===== config.mk =====
export PLATFORM = sky130hd
export DESIGN_NAME = sample_ingest_fifo_flat
export DESIGN_NICKNAME = d
export VERILOG_FILES = /design/src/rtl/sample_ingest_fifo_if.sv /design/src/rtl/sample_ingest_fifo.sv /design/src/flat_wrapper.sv
export SDC_FILE = /design/constraint.sdc
export NUM_CORES = 1
export LEC_CHECK = 0
export BUFFER_PORTS_ARGS = -buffer_cell sky130_fd_sc_hd__buf_2
export CAP_MARGIN = 20
export CORE_MARGIN = 1
export CORE_UTILIZATION = 50
export CTS_CLUSTER_SIZE = 14
export DETAILED_ROUTE_END_ITERATION = 10
export PLACE_DENSITY = 0.7
export SKIP_CTS_REPAIR_TIMING = 1
export SLEW_MARGIN = 5
export SYNTH_ARGS = -nofsm -noshare
export SYNTH_HDL_FRONTEND = slang
export SYNTH_SLANG_ARGS = --single-unit

===== constraint.sdc =====
create_clock -name clk -period 2.6 [get_ports clk]
set_input_delay 0.26 -clock clk [delete_from_list [all_inputs] [get_ports clk]]
set_output_delay 0.26 -clock clk [all_outputs]
set_load 0.05 [all_outputs]

===== src/rtl/sample_ingest_fifo_if.sv =====
// ADC-to-filter sample interface: upstream strobe/data/ready plus the filter-side
// Din/Hlt outputs and the status and control lines of the ingest FIFO.
interface sample_ingest_fifo_if #(
    parameter int DEPTH = 8,
    parameter int WIDTH = 12
);
    localparam int LW = $clog2(DEPTH) + 1;

    logic             adc_valid;
    logic [WIDTH-1:0] adc_data;
    logic             adc_ready;
    logic             enable;
    logic             ovf_clr;
    logic [WIDTH-1:0] din;
    logic             hlt;
    logic             ovf;
    logic [LW-1:0]    level;

    modport master (
        output adc_valid, adc_data, enable, ovf_clr,
        input  adc_ready, din, hlt, ovf, level
    );

    modport slave (
        input  adc_valid, adc_data, enable, ovf_clr,
        output adc_ready, din, hlt, ovf, level
    );
endinterface


===== src/rtl/sample_ingest_fifo.sv =====
// Elastic buffer between the ADC sample strobe and the filter Din/Hlt port.
// There is no empty-bypass and no full-bypass; Hlt drops for one cycle per popped sample.
module sample_ingest_fifo #(
    parameter int DEPTH = 8,
    parameter int WIDTH = 12
) (
    input logic               clk,
    input logic               rst_n,
    sample_ingest_fifo_if.slave bus
);
    localparam int AW = $clog2(DEPTH);
    localparam int LW = AW + 1;

    logic [WIDTH-1:0] mem [DEPTH];
    logic [AW-1:0]    wr_ptr;
    logic [AW-1:0]    rd_ptr;
    logic [LW-1:0]    level;
    logic [WIDTH-1:0] din;
    logic             hlt;
    logic             ovf;
    logic             full;
    logic             empty;
    logic             push;
    logic             pop;
    logic             drop;

    always_comb begin
        full  = (level == LW'(DEPTH));
        empty = (level == '0);
        push  = bus.adc_valid && !full;
        drop  = bus.adc_valid && full;
        pop   = bus.enable && !empty;
    end

    // Storage is never reset; the level count ensures only written entries are read.
    always_ff @(posedge clk) begin
        if (push) begin
            mem[wr_ptr] <= bus.adc_data;
        end
    end

    always_ff @(posedge clk or negedge rst_n) begin
        if (!rst_n) begin
            wr_ptr <= '0;
            rd_ptr <= '0;
            level  <= '0;
            din    <= '0;
            hlt    <= 1'b1;
            ovf    <= 1'b0;
        end else begin
            if (push) begin
                wr_ptr <= wr_ptr + AW'(1);
            end
            if (pop) begin
                din    <= mem[rd_ptr];
                rd_ptr <= rd_ptr + AW'(1);
                hlt    <= 1'b0;
            end else begin
                hlt    <= 1'b1;
            end
            case ({push, pop})
                2'b10:   level <= level + LW'(1);
                2'b01:   level <= level - LW'(1);
                default: level <= level;
            endcase
            // A drop on the same edge as a clear keeps the flag set.
            if (drop) begin
                ovf <= 1'b1;
            end else if (bus.ovf_clr) begin
                ovf <= 1'b0;
            end
        end
    end

    assign bus.adc_ready = !full;
    assign bus.din       = din;
    assign bus.hlt       = hlt;
    assign bus.ovf       = ovf;
    assign bus.level     = level;
endmodule


===== src/flat_wrapper.sv =====
// flat-port wrapper written by rule: the top's interface ports become plain ports
module sample_ingest_fifo_flat 
#(
    parameter int DEPTH = 8,
    parameter int WIDTH = 12
)
  (clk, rst_n, bus_adc_valid, bus_adc_data, bus_enable, bus_ovf_clr, bus_adc_ready, bus_din, bus_hlt, bus_ovf, bus_level);
  sample_ingest_fifo_if #(.DEPTH(DEPTH), .WIDTH(WIDTH)) bus_i ();
  input logic clk;
  input logic rst_n;
  input wire logic [$bits(bus_i.adc_valid)-1:0] bus_adc_valid;
  input wire logic [$bits(bus_i.adc_data)-1:0] bus_adc_data;
  input wire logic [$bits(bus_i.enable)-1:0] bus_enable;
  input wire logic [$bits(bus_i.ovf_clr)-1:0] bus_ovf_clr;
  output wire logic [$bits(bus_i.adc_ready)-1:0] bus_adc_ready;
  output wire logic [$bits(bus_i.din)-1:0] bus_din;
  output wire logic [$bits(bus_i.hlt)-1:0] bus_hlt;
  output wire logic [$bits(bus_i.ovf)-1:0] bus_ovf;
  output wire logic [$bits(bus_i.level)-1:0] bus_level;
  assign bus_i.adc_valid = bus_adc_valid;
  assign bus_i.adc_data = bus_adc_data;
  assign bus_i.enable = bus_enable;
  assign bus_i.ovf_clr = bus_ovf_clr;
  assign bus_adc_ready = bus_i.adc_ready;
  assign bus_din = bus_i.din;
  assign bus_hlt = bus_i.hlt;
  assign bus_ovf = bus_i.ovf;
  assign bus_level = bus_i.level;
  sample_ingest_fifo #(.DEPTH(DEPTH), .WIDTH(WIDTH)) u_core (.clk(clk), .rst_n(rst_n), .bus(bus_i));
endmodule

After elaboration in Yosys (flattened, before gate mapping)
Memories as Yosys holds them, arrays and structs flattened. A register that Yosys moved wholly into a read port is not among the register bits.
Cells that the tools add are included.
{"block": "classes", "n_addsub": 4, "eq_ne": 3, "mux": 6, "n_reduce_logical": 9}
{"cell": "4-bit case mux with 2 select lines", "n": 1}
{"cell": "3-bit by 1-bit adder with 3-bit output, second input constant", "n": 2}
{"cell": "1-bit 2-to-1 mux", "n": 5}
{"cell": "4-bit by 1-bit adder with 4-bit output, second input constant", "n": 1}
{"cell": "4-bit == test, second input constant", "n": 1}
{"cell": "4-bit zero test", "n": 1}
{"cell": "2-bit nonzero test", "n": 2}
{"cell": "4-bit by 1-bit subtractor with 4-bit output, second input constant", "n": 1}
{"cell": "1-bit logical AND", "n": 3}
{"cell": "1-bit zero test", "n": 3}
{"cell": "2-bit by 1-bit == test with 1-bit output, second input constant", "n": 1}
{"cell": "2-bit == test, second input constant", "n": 1}
{"block": "totals", "regBits": 12, "ram_bits": 96, "out_inout_bits": 19, "wordCells": 28, "n_memories": 1}
{"name": "u_core.mem", "words": 8, "width": 12, "read_ports": 1, "rd_clocked_by_memory_dff": 1, "wr": 1, "line_no": "sample_ingest_fifo.sv:14", "source": "logic [WIDTH-1:0] mem [DEPTH];"}

Logic depth before layout (Yosys ltp)
{"block": "logic_depth", "ltp_word": 5, "depth_mapped": 9}

Worst setup path after synthesis
OpenSTA, ideal clock, no wires.
{"block": "synth_path", "path_kind": "reg2reg", "start": "register u_core.level[3] (netlist: u_core.bus.level[3])", "end": "register u_core.level[3] (netlist: u_core.bus.level[3])", "arrival_ns": 3.004, "t_required_ns": 2.474, "slack_ns": -0.530, "path_stages_with_launch": 10, "path_buffers": 0, "period_less_slack_ns": 3.130, "cell_sequence": "dfrtp_1 > or4b_4 > and2_4 > clkinv_2 > ha_1 > ha_1 > a21o_1 > a2111oi_0 > a41oi_1 > a221o_1"}
{"block": "synth_via", "elab_chain_len": 5, "elab_cells_between_ends": 12, "classes_between": "2 x add/sub; 3 x eq/ne; 1 x mux; 6 x reduce/logical"}
{"element": "start: declaration", "line_no": "sample_ingest_fifo.sv:17", "source": "logic [LW-1:0] level;"}
{"element": "start signal: assignment", "line_no": "sample_ingest_fifo.sv:62", "source": "2'b10: level <= level + LW'(1);"}
{"element": "start signal: assignment", "line_no": "sample_ingest_fifo.sv:63", "source": "2'b01: level <= level - LW'(1);"}
{"element": "start signal: assignment", "line_no": "sample_ingest_fifo.sv:64", "source": "default: level <= level;"}
{"element": "4-bit == test (*)", "line_no": "sample_ingest_fifo.sv:28", "source": "full = (level == LW'(DEPTH));"}
{"element": "1-bit zero test (*)"}
{"element": "named net bus_adc_ready", "line_no": "flat_wrapper.sv:15", "source": "output wire logic [$bits(bus_i.adc_ready)-1:0] bus_adc_ready;"}
{"element": "1-bit logical AND (*)", "line_no": "sample_ingest_fifo.sv:30", "source": "push = bus.adc_valid && !full;"}
{"element": "2-bit by 1-bit == test with 1-bit output / 2-bit == test (equally long branches)", "line_no": "sample_ingest_fifo.sv:61", "source": "case ({push, pop})"}
{"element": "4-bit case mux with 2 select lines / 2-bit nonzero test (equally long branches)"}
Mark *: on every way through the listed nets, which the timed path passes. The rest lies on a longest branch.
A chain may end at the register's enable or synchronous reset.

Worst setup path after layout
{"block": "layout_path", "start": "register u_core.level[0] (netlist: u_core.bus.level[0])", "end": "register u_core.level[3] (netlist: u_core.bus.level[3])"}
{"block": "layout_via", "elab_chain_len": 5, "elab_cells_between_ends": 12, "classes_between": "2 x add/sub; 3 x eq/ne; 1 x mux; 6 x reduce/logical"}
{"element": "4-bit == test / 4-bit zero test (equally long branches)", "line_no": "sample_ingest_fifo.sv:28, sample_ingest_fifo.sv:29"}
{"element": "1-bit zero test (on tied branches)", "line_no": "sample_ingest_fifo.sv:30, sample_ingest_fifo.sv:32"}
{"element": "1-bit logical AND (on tied branches)", "line_no": "sample_ingest_fifo.sv:30, sample_ingest_fifo.sv:32"}
{"element": "2-bit by 1-bit == test with 1-bit output / 2-bit == test (equally long branches)", "line_no": "sample_ingest_fifo.sv:61"}
{"element": "4-bit case mux with 2 select lines / 2-bit nonzero test (equally long branches)"}
Parallel ways exist; a longest one is shown, timed or not.

==> reports/qor.yml <==
cp_data_arrival_time_ps: 2980
yosysWarnings: 0
power_density_nw_per_um2: 1310
worstHoldPathType: "input pin to flip-flop"
seqPwrFrac_pct: 35.1
cts_sinks: 120
fin_tns_setup_ps: 0
grt_pass1_vias: 2494
synth_ff_type: "edfxtp_1"
gr-usage-all-layers_pct: 19.4
rsz0062_at_grt: "yes"
dpl_cell_area_um2: 5200
clk_path_buf_depth: 2
yosysTopAreaCellShare_pct: 60.0
numPortBuffers: 35
critPathKind: "flip-flop to flip-flop"
swShare_pct: 33.9
p_clk_share_pct: 32.5
antenna_cells: 0
syn_avg_cell_area_um2: 16.5
fp.dieW_um: 100
start_util_pct: 51.8
vias_per_cell: 5.31
crit_fanout: 5
netlist_top_cells_area: "edfxtp_1 60%, dfrtp_1 12%, mux2_2 5.6%"
synth_edf_count: 96
required_ps: 2990
hpwl_um: 5260
max_slew.worst_pin.slew_ps: 678
final-max-slew-violation-count: 0
grt_max_degree: 38
drive_above_1_share_pct: 34.2
crit_path_start_kind: "flip-flop"
gp_congestion: 0.814
crit_path_frequent_cell: "ha_4"
detail-route-antenna-nets: 0
slowest_stage: "or4b_4"
design_area_um2: 5930
clk_latency_ps: 510
core_um2: 9280
die_h_um: 100
holdPathStages: 3
reg2reg_depth: 9
cts_tree: "done"
timing.final.crit_share_pct: 99.7
synth_async_sr_flop_share_pct: 20.0
p_leak_nw: 2.24
antenna_found_initial: 0
path_cells: "or4b_4, and2_4, clkinv_4, ha_4, ha_4, a21o_1, a2111oi_4, a41oi_2, a221o_1"
cts_buffers: 17
fmax_ghz: 0.386
min_period_ps: 2590
htree_levels: 4
worst_setup_path_end_kind: "flip-flop"
status: "completed"
grt_overflow: 0
synth_nets: 314
initialDrtViolationCount: 133
finalHoldViolations: 0
wl_per_cell_um: 17.9
skew_ps: 10.2
relSlewSlack_pct: 54.8
switchingPower_w: 0.00263
yosysTopAreaCell: "edfxtp_1"
cts-root-buf: "clkbuf_8"
rows: 35
via_count: 2622
drc_errors: 0
die_area_um2: 10000
power.internal_w: 0.00515
final_util_pct: 63.8
final_nets: 375
peakVddDrop_v: 0.000593
synth_area_um2: 4800
synth_cells: 291
critPathMaxStageDelay_ps: 540
routed_wl_um: 8850
drt_first_pass_iters: 4
top_level_ports: 36
yosysUniqueCellTypes: 38
ys_seq_elements: 120
clk_pin_slew_worst_paths_ps: 60
max_cap_viol_count: 0
syn2layout_area_growth_pct: 23.3
ys_seq_area_share_pct: 72.5
grt_pass1_wl_um: 13700
setup_viol_count_final: 0
power_frac_comb_pct: 32.4
[cells by family after synthesis]
kind of cell,Yosys count,share of synthesized area [%]
AOI/OAI and AO/OA,45,6.85
and+or+nand+nor,45,4.38
muxes,49,10.8
adders and majority gates,6,1.72
buffers and inverters,21,2.79
DFF,120,72.5
xor gates and xnor gates,5,0.911
[power groups by stage]
stage | Combinational (W) | Sequential [W] | Clock (W)
3_5_place_dp | 0.00246 | 0.00277 | 0
6_report | 0.00252 | 0.00273 | 0.00253
4_1_cts | 0.00246 | 0.00273 | 0.00257
5_1_grt | 0.00269 | 0.00278 | 0.00267
2_1_floorplan | 0.00141 | 0.00318 | 0
3_3_place_gp | 0.00241 | 0.00275 | 0
[routing by layer]
layer,GRT usage (%),wire [um]
met5,0,0
met2,29.7,4220
met3,6.13,442
met4,7.69,54
met1,26.0,4130
[synthesized netlist by cell type, types with 4 or more instances]
cell and instances:
nand2_1 25, inv_1 7, dfrtp_1 23, ha_1 5, mux2_2 24, xnor2_1 4, edfxtp_1 96, a221o_1 13
mux2i_1 25, nor2_1 7, o21ai_1 12, buf_6 4, o22ai_1 13
[placed cells by master (no fill, tap or decap), types with 2 or more instances in the layout]
cell / instances
a221o_1: 13
buf_2: 35
buf_4: 15
bufinv_16: 5
clkbuf_16: 16
clkbuf_8: 2
clkinv_4: 4
clkinvlp_4: 2
dfrtp_1: 18
dfrtp_2: 5
dlygate4sd3_1: 3
edfxtp_1: 96
ha_1: 3
ha_4: 2
inv_1: 7
inv_6: 3
mux2_2: 24
mux2i_1: 25
nand2_1: 25
nand2b_1: 3
nor2_1: 7
nor3_2: 2
o21ai_1: 12
o22ai_1: 13
xnor2_1: 4
[critical path: cells and delay by family, from the launching register on]
family                   cells  cell delay [ps]
flip-flops                   1              430
adder cells (fa/ha/maj)      2              350
AND/OR/NAND/NOR              2              730
buffers and inverters        1               60
AO/OA/AOI/OAI                4              910
[flip-flops by register name, indices dropped and copies added (netlist names)]
name              count
u_core.bus.level      4
u_core.mem           96
u_core.bus.hlt        1
u_core.rd_ptr         3
u_core.bus.ovf        1
u_core.bus.din       12
u_core.wr_ptr         3
[stage by stage]
step                      setup slack, ps  std cells  total power [W]  hold WS (ps)
after floorplan                      -173        291          0.00459         -35.6
after global placement               43.8        457          0.00516           263
after detailed placement             8.53        457          0.00522           267
after CTS                           -4.37        489          0.00777          -278
after global routing                -62.4        494          0.00814          5.80
final                                8.37        494          0.00778          2.45
[layout make-up]
cell class	instances	area (um^2)
sequential	120	3490
clock inverter	13	218
timing repair buffer	54	338
multi-input combinational	150	1250
fill	648	3360
tap	129	161
clock buffer	19	432
inverter	9	38.8
[final timing paths]
check	slack (ps)	start	endpoint
setup / recovery	8	u_core.bus.level[0]$_DFFE_PN0P_	u_core.bus.level[3]$_DFFE_PN0P_
hold / removal	2	bus_adc_valid	u_core.bus.ovf$_DFFE_PN0P_
setup reg to reg	8	u_core.bus.level[0]$_DFFE_PN0P_	u_core.bus.level[3]$_DFFE_PN0P_
hold reg to reg	480	u_core.bus.din[2]$_DFFE_PN0P_	u_core.bus.din[2]$_DFFE_PN0P_
max in group asynchronous	1930	rst_n	u_core.rd_ptr[0]$_DFFE_PN0P_
min in group asynchronous	270	rst_n	u_core.bus.level[1]$_DFFE_PN0P_
Note: power is estimated with default switching activity, not from simulation.
